File: src/rtl/color_sensor_emulator_if.sv
// Config write port of the color sensor emulator: one channel half-period
// per accepted valid/ready transfer.
interface color_sensor_emulator_if #(
  parameter int CNT_W = 24
);
  logic             cfg_valid;
  logic             cfg_ready;
  logic [1:0]       cfg_chan;
  logic [CNT_W-1:0] cfg_half_period;

  modport master (
    output cfg_valid,
    output cfg_chan,
    output cfg_half_period,
    input  cfg_ready
  );

  modport slave (
    input  cfg_valid,
    input  cfg_chan,
    input  cfg_half_period,
    output cfg_ready
  );
endinterface

File: src/rtl/color_sensor_emulator.sv
// TCS3200-style light-to-frequency sensor emulator. Produces a square wave
// whose half-period is the programmed value of the selected color channel,
// scaled by the S0/S1 frequency scaling, with a settle dead time after any
// filter/scale change.
//
// state  | meaning
// OFF    | output disabled or power-down, freq_out held low
// SETTLE | dead time after enable or filter/scale change, freq_out low
// RUN    | freq_out toggles every eff cycles
module color_sensor_emulator #(
  parameter int CNT_W         = 24,
  parameter int SETTLE_CYCLES = 10
) (
  input  logic                   clk,
  input  logic                   rst_n,
  color_sensor_emulator_if.slave cfg,
  input  logic                   s0,
  input  logic                   s1,
  input  logic                   s2,
  input  logic                   s3,
  input  logic                   oe_n,
  output logic                   freq_out,
  output logic                   rise_pulse,
  output logic [1:0]             state_dbg
);

  // 6 extra bits hold the worst-case x50 scaling without overflow
  localparam int EW = CNT_W + 6;
  localparam logic [EW-1:0]    ONE_E   = EW'(1);
  localparam logic [EW-1:0]    SET_END = EW'(SETTLE_CYCLES - 1);
  localparam logic [CNT_W-1:0] ONE_B   = CNT_W'(1);

  typedef enum logic [1:0] {
    OFF    = 2'b00,
    SETTLE = 2'b01,
    RUN    = 2'b10
  } state_t;

  state_t           state;
  logic [4:0]       sync1, sync2;   // {s0, s1, s2, s3, oe_n}
  logic [3:0]       s_prev;
  logic [CNT_W-1:0] half_red, half_blue, half_clear, half_green;
  logic [CNT_W-1:0] base;
  logic [5:0]       mult;
  logic [EW-1:0]    eff_next, eff_q, cnt;
  logic             go_off, sel_chg, settle_done, run_tc;
  logic             cfg_ready_q;

  assign cfg.cfg_ready = cfg_ready_q;
  assign state_dbg     = state;

  // Effective half-period from the active channel and the scaling select
  always_comb begin
    base = half_red;
    unique case (sync2[2:1])
      2'b00:   base = half_red;
      2'b01:   base = half_blue;
      2'b10:   base = half_clear;
      default: base = half_green;
    endcase
    if (base == '0) base = ONE_B;
    mult = 6'd1;
    unique case (sync2[4:3])
      2'b01:   mult = 6'd50;
      2'b10:   mult = 6'd5;
      default: mult = 6'd1;
    endcase
    eff_next = {6'b0, base} * {{(EW-6){1'b0}}, mult};
  end

  assign go_off      = sync2[0] | (sync2[4:3] == 2'b00);
  assign sel_chg     = (sync2[4:1] != s_prev);
  assign settle_done = (cnt == SET_END);
  assign run_tc      = (cnt == (eff_q - ONE_E));

  // Two-flop synchronizer plus one delayed copy for change detection
  always_ff @(posedge clk) begin
    if (!rst_n) begin
      sync1  <= 5'b00001;
      sync2  <= 5'b00001;
      s_prev <= 4'b0000;
    end else begin
      sync1  <= {s0, s1, s2, s3, oe_n};
      sync2  <= sync1;
      s_prev <= sync2[4:1];
    end
  end

  // Channel half-period registers written over the valid/ready port
  always_ff @(posedge clk) begin
    if (!rst_n) begin
      cfg_ready_q <= 1'b0;
      half_red    <= CNT_W'(50);
      half_blue   <= CNT_W'(40);
      half_clear  <= CNT_W'(20);
      half_green  <= CNT_W'(60);
    end else begin
      cfg_ready_q <= 1'b1;
      if (cfg.cfg_valid && cfg_ready_q) begin
        unique case (cfg.cfg_chan)
          2'b00:   half_red   <= cfg.cfg_half_period;
          2'b01:   half_blue  <= cfg.cfg_half_period;
          2'b10:   half_clear <= cfg.cfg_half_period;
          default: half_green <= cfg.cfg_half_period;
        endcase
      end
    end
  end

  // Sequencing FSM with registered frequency output and rise strobe
  always_ff @(posedge clk) begin
    if (!rst_n) begin
      state      <= OFF;
      cnt        <= '0;
      eff_q      <= '0;
      freq_out   <= 1'b0;
      rise_pulse <= 1'b0;
    end else begin
      rise_pulse <= 1'b0;
      if (go_off) begin
        state    <= OFF;
        cnt      <= '0;
        freq_out <= 1'b0;
      end else begin
        unique case (state)
          OFF: begin
            state    <= SETTLE;
            cnt      <= '0;
            freq_out <= 1'b0;
          end
          SETTLE: begin
            freq_out <= 1'b0;
            if (sel_chg) begin
              cnt <= '0;
            end else if (settle_done) begin
              state <= RUN;
              cnt   <= '0;
              eff_q <= eff_next;
            end else begin
              cnt <= cnt + ONE_E;
            end
          end
          RUN: begin
            if (sel_chg) begin
              state    <= SETTLE;
              cnt      <= '0;
              freq_out <= 1'b0;
            end else if (run_tc) begin
              freq_out   <= ~freq_out;
              rise_pulse <= ~freq_out;
              cnt        <= '0;
              eff_q      <= eff_next;
            end else begin
              cnt <= cnt + ONE_E;
            end
          end
          default: begin
            state    <= OFF;
            cnt      <= '0;
            freq_out <= 1'b0;
          end
        endcase
      end
    end
  end

endmodule

File: src/flat_wrapper.sv
// flat-port wrapper written by rule: the top's interface ports become plain ports
module color_sensor_emulator_flat 
#(
  parameter int CNT_W         = 24,
  parameter int SETTLE_CYCLES = 10
)
  (clk, rst_n, s0, s1, s2, s3, oe_n, freq_out, rise_pulse, state_dbg, cfg_cfg_valid, cfg_cfg_chan, cfg_cfg_half_period, cfg_cfg_ready);
  color_sensor_emulator_if #(.CNT_W(CNT_W)) cfg_i ();
  input  logic clk;
  input  logic rst_n;
  input  logic s0;
  input  logic s1;
  input  logic s2;
  input  logic s3;
  input  logic oe_n;
  output logic freq_out;
  output logic rise_pulse;
  output logic [1:0] state_dbg;
  input wire logic [$bits(cfg_i.cfg_valid)-1:0] cfg_cfg_valid;
  input wire logic [$bits(cfg_i.cfg_chan)-1:0] cfg_cfg_chan;
  input wire logic [$bits(cfg_i.cfg_half_period)-1:0] cfg_cfg_half_period;
  output wire logic [$bits(cfg_i.cfg_ready)-1:0] cfg_cfg_ready;
  assign cfg_i.cfg_valid = cfg_cfg_valid;
  assign cfg_i.cfg_chan = cfg_cfg_chan;
  assign cfg_i.cfg_half_period = cfg_cfg_half_period;
  assign cfg_cfg_ready = cfg_i.cfg_ready;
  color_sensor_emulator #(.CNT_W(CNT_W), .SETTLE_CYCLES(SETTLE_CYCLES)) u_core (.clk(clk), .rst_n(rst_n), .cfg(cfg_i), .s0(s0), .s1(s1), .s2(s2), .s3(s3), .oe_n(oe_n), .freq_out(freq_out), .rise_pulse(rise_pulse), .state_dbg(state_dbg));
endmodule
File: config.mk
export PLATFORM = sky130hd
export DESIGN_NAME = color_sensor_emulator_flat
export DESIGN_NICKNAME = d
export VERILOG_FILES = /design/src/rtl/color_sensor_emulator_if.sv /design/src/rtl/color_sensor_emulator.sv /design/src/flat_wrapper.sv
export SDC_FILE = /design/constraint.sdc
export NUM_CORES = 1
export LEC_CHECK = 0
export ABC_AREA = 1
export BUFFER_PORTS_ARGS = -buffer_cell sky130_fd_sc_hd__buf_2
export CORE_MARGIN = 2
export CORE_UTILIZATION = 50
export CTS_CLUSTER_SIZE = 8
export DETAILED_ROUTE_END_ITERATION = 10
export PLACE_DENSITY = 0.66
export SKIP_LAST_GASP = 1
export SYNTH_ARGS = -nofsm -noshare
export SYNTH_HDL_FRONTEND = slang
export SYNTH_SLANG_ARGS = --single-unit
File: constraint.sdc
create_clock -name clk -period 13.1 [get_ports clk]
set_input_delay 2.62 -clock clk [delete_from_list [all_inputs] [get_ports clk]]
set_output_delay 2.62 -clock clk [all_outputs]
set_load 0.05 [all_outputs]
==> impl_metrics.py <==
metrics = {
    "outcome": {
        "outcome": "finished, final reports clean",
    },
    "setup_path": {
        "worstPathArrival_ns": 6.57,
        "required_ns": 13.48,
        "critPathBufInv": 3,
        "slowest_stage": "a221oi_1",
        "worstPathMaxFanout": 20,
        "path_cells": "nand2_1 -> inv_1 -> a221oi_1 -> nand3_1 -> nor2_1 -> nand3_1 -> a21oi_1 -> ha_1 -> inv_1 -> fa_1 -> inv_1 -> fa_1 -> ha_1 -> a21oi_1 -> a21boi_0 -> o21bai_1 -> nand4_1 -> o211ai_1 -> xor2_1 -> nor2_1 -> nor2_1",
        "critPathLaunchType": "register",
        "path_delay_family": "compound AO/OA/AOI/OAI gates",
        "critPathKind": "reg2reg",
        "endpoint_kind": "register",
        "slowest_delay_ns": 0.69,
    },
    "drt": {
        "post_drt_wl_per_cell_um": 15.9,
        "dr.pass1.iters": 5,
        "drc": 0,
        "detail-route-antenna-nets": 0,
        "vias": 11827,
        "wl_um": 35900,
        "first_iter_violations": 778,
        "viasPerCell": 5.24,
    },
    "yosys": {
        "yosys_warnings": 0,
        "synth_top_area_share_pct": 27.3,
        "syn_nets": 2074,
        "synth_cell_types": 45,
        "syn_area_um2": 12800,
        "ys_seq_elements": 175,
        "synth-edff-count": 0,
        "avgSynthCellArea_um2": 6.72,
        "synthTopCellsByArea": "dfxtp_1, nand2_1, nor2_1",
        "synth_ff_type": "dfxtp_1",
        "seq_area_frac_synth_pct": 27.3,
        "yosysTopAreaCell": "dfxtp_1",
        "synthCells": 1908,
        "synthArstFlopShare_pct": 0,
    },
    "floorplanning": {
        "io_pins": 39,
        "rows": 58,
        "die_h_um": 164,
        "die_x_um": 164,
        "dieArea_um2": 26900,
        "core-area_um2": 25200,
        "start_util_pct": 50.9,
    },
    "flow_run": {
        "max_cap_viol_count": 0,
    },
    "clock_network": {
        "cts_htree_levels": 4,
        "numCtsBuffers": 17,
        "cts_tree": "built",
        "ctsResizeCount": 0,
        "clk_latency_ns": 0.46,
        "clock_sinks": 175,
        "clock_path_buffers": 2,
        "hold_buffers": 0,
        "cts_setup_buffers": 0,
        "cts_root_buf": "clkbuf_16",
        "clk_pin_slew_ns": 0.08,
    },
    "finish": {
        "layout.cells.non_filler": 2258,
        "fin_nets": 2081,
        "drive_gt1_share_pct": 5.91,
        "antenna-diode-count": 0,
        "final_util_pct": 55.0,
        "syn_to_final_growth_pct": 8.17,
    },
    "global_routing": {
        "antenna_found_initial": 1,
        "grt_pass1_wl_um": 59000,
        "grt_remaining_overflow": 0,
        "grt_max_degree": 89,
        "grt_pass1_vias": 11675,
        "grt_use_total_pct": 27.8,
    },
    "pwr": {
        "switching_power_mw": 0.364,
        "p_per_area_nw_per_um2": 87.1,
        "seqPwrFrac_pct": 45.7,
        "clkPwrFrac_pct": 44.1,
        "swShare_pct": 30.1,
        "ir_drop_uv": 69.3,
        "total_power_mw": 1.21,
        "power.share.combinational_pct": 10.2,
        "leakage_nw": 7.12,
        "internal_power_mw": 0.844,
    },
    "timing": {
        "final_max_slew_viol_count": 0,
        "max_freq_mhz": 161,
        "fin_setup_tns_ns": 0,
        "slew_headroom_pct": 36.3,
        "hold_viol_final": 0,
        "fin_crit_ns": 6.20,
        "post-route-period-util_pct": 47.3,
        "rsz0062_at_grt": "no",
        "finalWorstSetupSlack_ns": 6.90,
        "setup_viol": 0,
        "worst_slew_pin_slew_ns": 0.950,
        "fin_skew_ns": 0.0241,
    },
    "placement": {
        "routabilityCongestion": 1.01,
        "dp_hpwl_um": 27700,
        "placed_cells": 2226,
        "port_buffers": 38,
        "place_ws_ns": 7.02,
    },
    "hold_path": {
        "hold_path_class": "reg2reg",
    },
}
-- sequential cells by signal, indices dropped and copies added (netlist names), 2 cells and up --
register / cells
u_core.half_green: 24
u_core.half_clear: 24
u_core.state_dbg: 2
u_core.cnt: 30
u_core.half_red: 24
u_core.sync1: 5
u_core.eff_q: 30
u_core.sync2: 5
u_core.half_blue: 24
u_core.s_prev: 4
-- area by class of cell --
cell class,instances,area (µm²)
sequential,175,3500
clock inverter,14,166
clock buffer,18,429
fill,2539,11300
inverter,302,1130
multi-input combinational,1370,7940
tap,330,413
timing repair buffer,49,275
-- layer usage --
layer | global-route usage (%) | vias up | routed length, µm
met5 | 0 | - | 0
met4 | 10.3 | 0 | 1200
met3 | 2.98 | 72 | 1450
met2 | 49.2 | 311 | 17400
met1 | 34.9 | 5457 | 15800
li1 | - | 5987 | -
-- worst reg2reg max path, delay by kind of cell (launching register included) --
family / cells / cell delay, ns
flops: 1 / 0.53
fa+ha+maj: 4 / 1.38
compound gates: 6 / 2.12
simple gates: 7 / 1.31
buf+inv: 3 / 0.47
xor+xnor: 1 / 0.32
-- layout by cell type, fill, tap and decap left out, types with 3 or more instances in the layout --
master,netlist,routed
nand2_2,4,4
o21ai_0,142,141
clkinv_8,0,4
inv_1,296,296
inv_6,0,4
nand2_1,390,390
dfxtp_1,175,175
clkbuf_16,0,17
nand4_1,51,51
clkinv_1,3,3
nor2_1,360,360
o21bai_1,6,6
nand3_1,75,75
a21o_1,5,5
nor4_1,4,4
nor3b_1,3,3
nor3_1,22,18
or2_2,6,6
a21oi_1,56,56
inv_8,0,3
o22ai_1,3,3
xnor2_1,26,26
nor2_2,5,5
nor3_2,6,9
ha_1,68,68
nand3b_1,8,8
inv_2,3,3
buf_2,6,37
buf_4,1,12
fa_1,64,64
xor2_1,43,43
a31oi_1,5,5
-- power by group through the flow --
stage	Clock (mW)	Sequential, mW	Combinational [mW]
2_1_floorplan	0	0.561	0.0835
6_report	0.533	0.552	0.123
4_1_cts	0.538	0.551	0.122
3_3_place_gp	0	0.564	0.121
5_1_grt	0.556	0.553	0.140
3_5_place_dp	0	0.564	0.121
-- metrics by stage --
stage                     hold slack, ns  cell area (µm²)
after floorplan                    0.390            12800
after global placement             0.395            13300
after detailed placement           0.399            13300
after CTS                          0.422            13900
after global routing               0.450            13900
final                              0.421            13900
-- logic make-up after synthesis --
kind of cell             after synthesis  share of synthesized area, %
AO/OA/AOI/OAI                        229                          9.53
XOR/XNOR                              69                          4.72
adder cells (fa/ha/maj)              132                          16.6
buffers and inverters                363                          10.9
flip-flops                           175                          27.3
AND/OR/NAND/NOR                      940                          30.9
-- cells in the mapped netlist (3+ instances only) --
cell / number
a21o_1: 5
a21oi_1: 56
a31oi_1: 5
buf_1: 5
buf_2: 6
buf_6: 3
clkbuf_1: 46
clkinv_1: 3
dfxtp_1: 175
fa_1: 64
ha_1: 68
inv_1: 296
inv_2: 3
nand2_1: 390
nand2_2: 4
nand3_1: 75
nand3b_1: 8
nand4_1: 51
nor2_1: 360
nor2_2: 5
nor3_1: 22
nor3_2: 6
nor3b_1: 3
nor4_1: 4
o21ai_0: 142
o21bai_1: 6
o22ai_1: 3
or2_2: 6
xnor2_1: 26
xor2_1: 43
-- worst paths after layout --
| kind | startpoint | end | slack [ns] | cells after the start |
|---|---|---|---|---|
| worst min-delay path | u_core.sync1[4] | u_core.sync2[4] | 0.42 | 2 |
| worst min register to register | u_core.sync1[4] | u_core.sync2[4] | 0.42 | 2 |
| worst max-delay path | u_core.sync2[1] | u_core.eff_q[28] | 6.90 | 21 |
| worst max register to register | u_core.sync2[1] | u_core.eff_q[28] | 6.90 | 21 |
No activity file was read; power rests on OpenSTA's default activity.
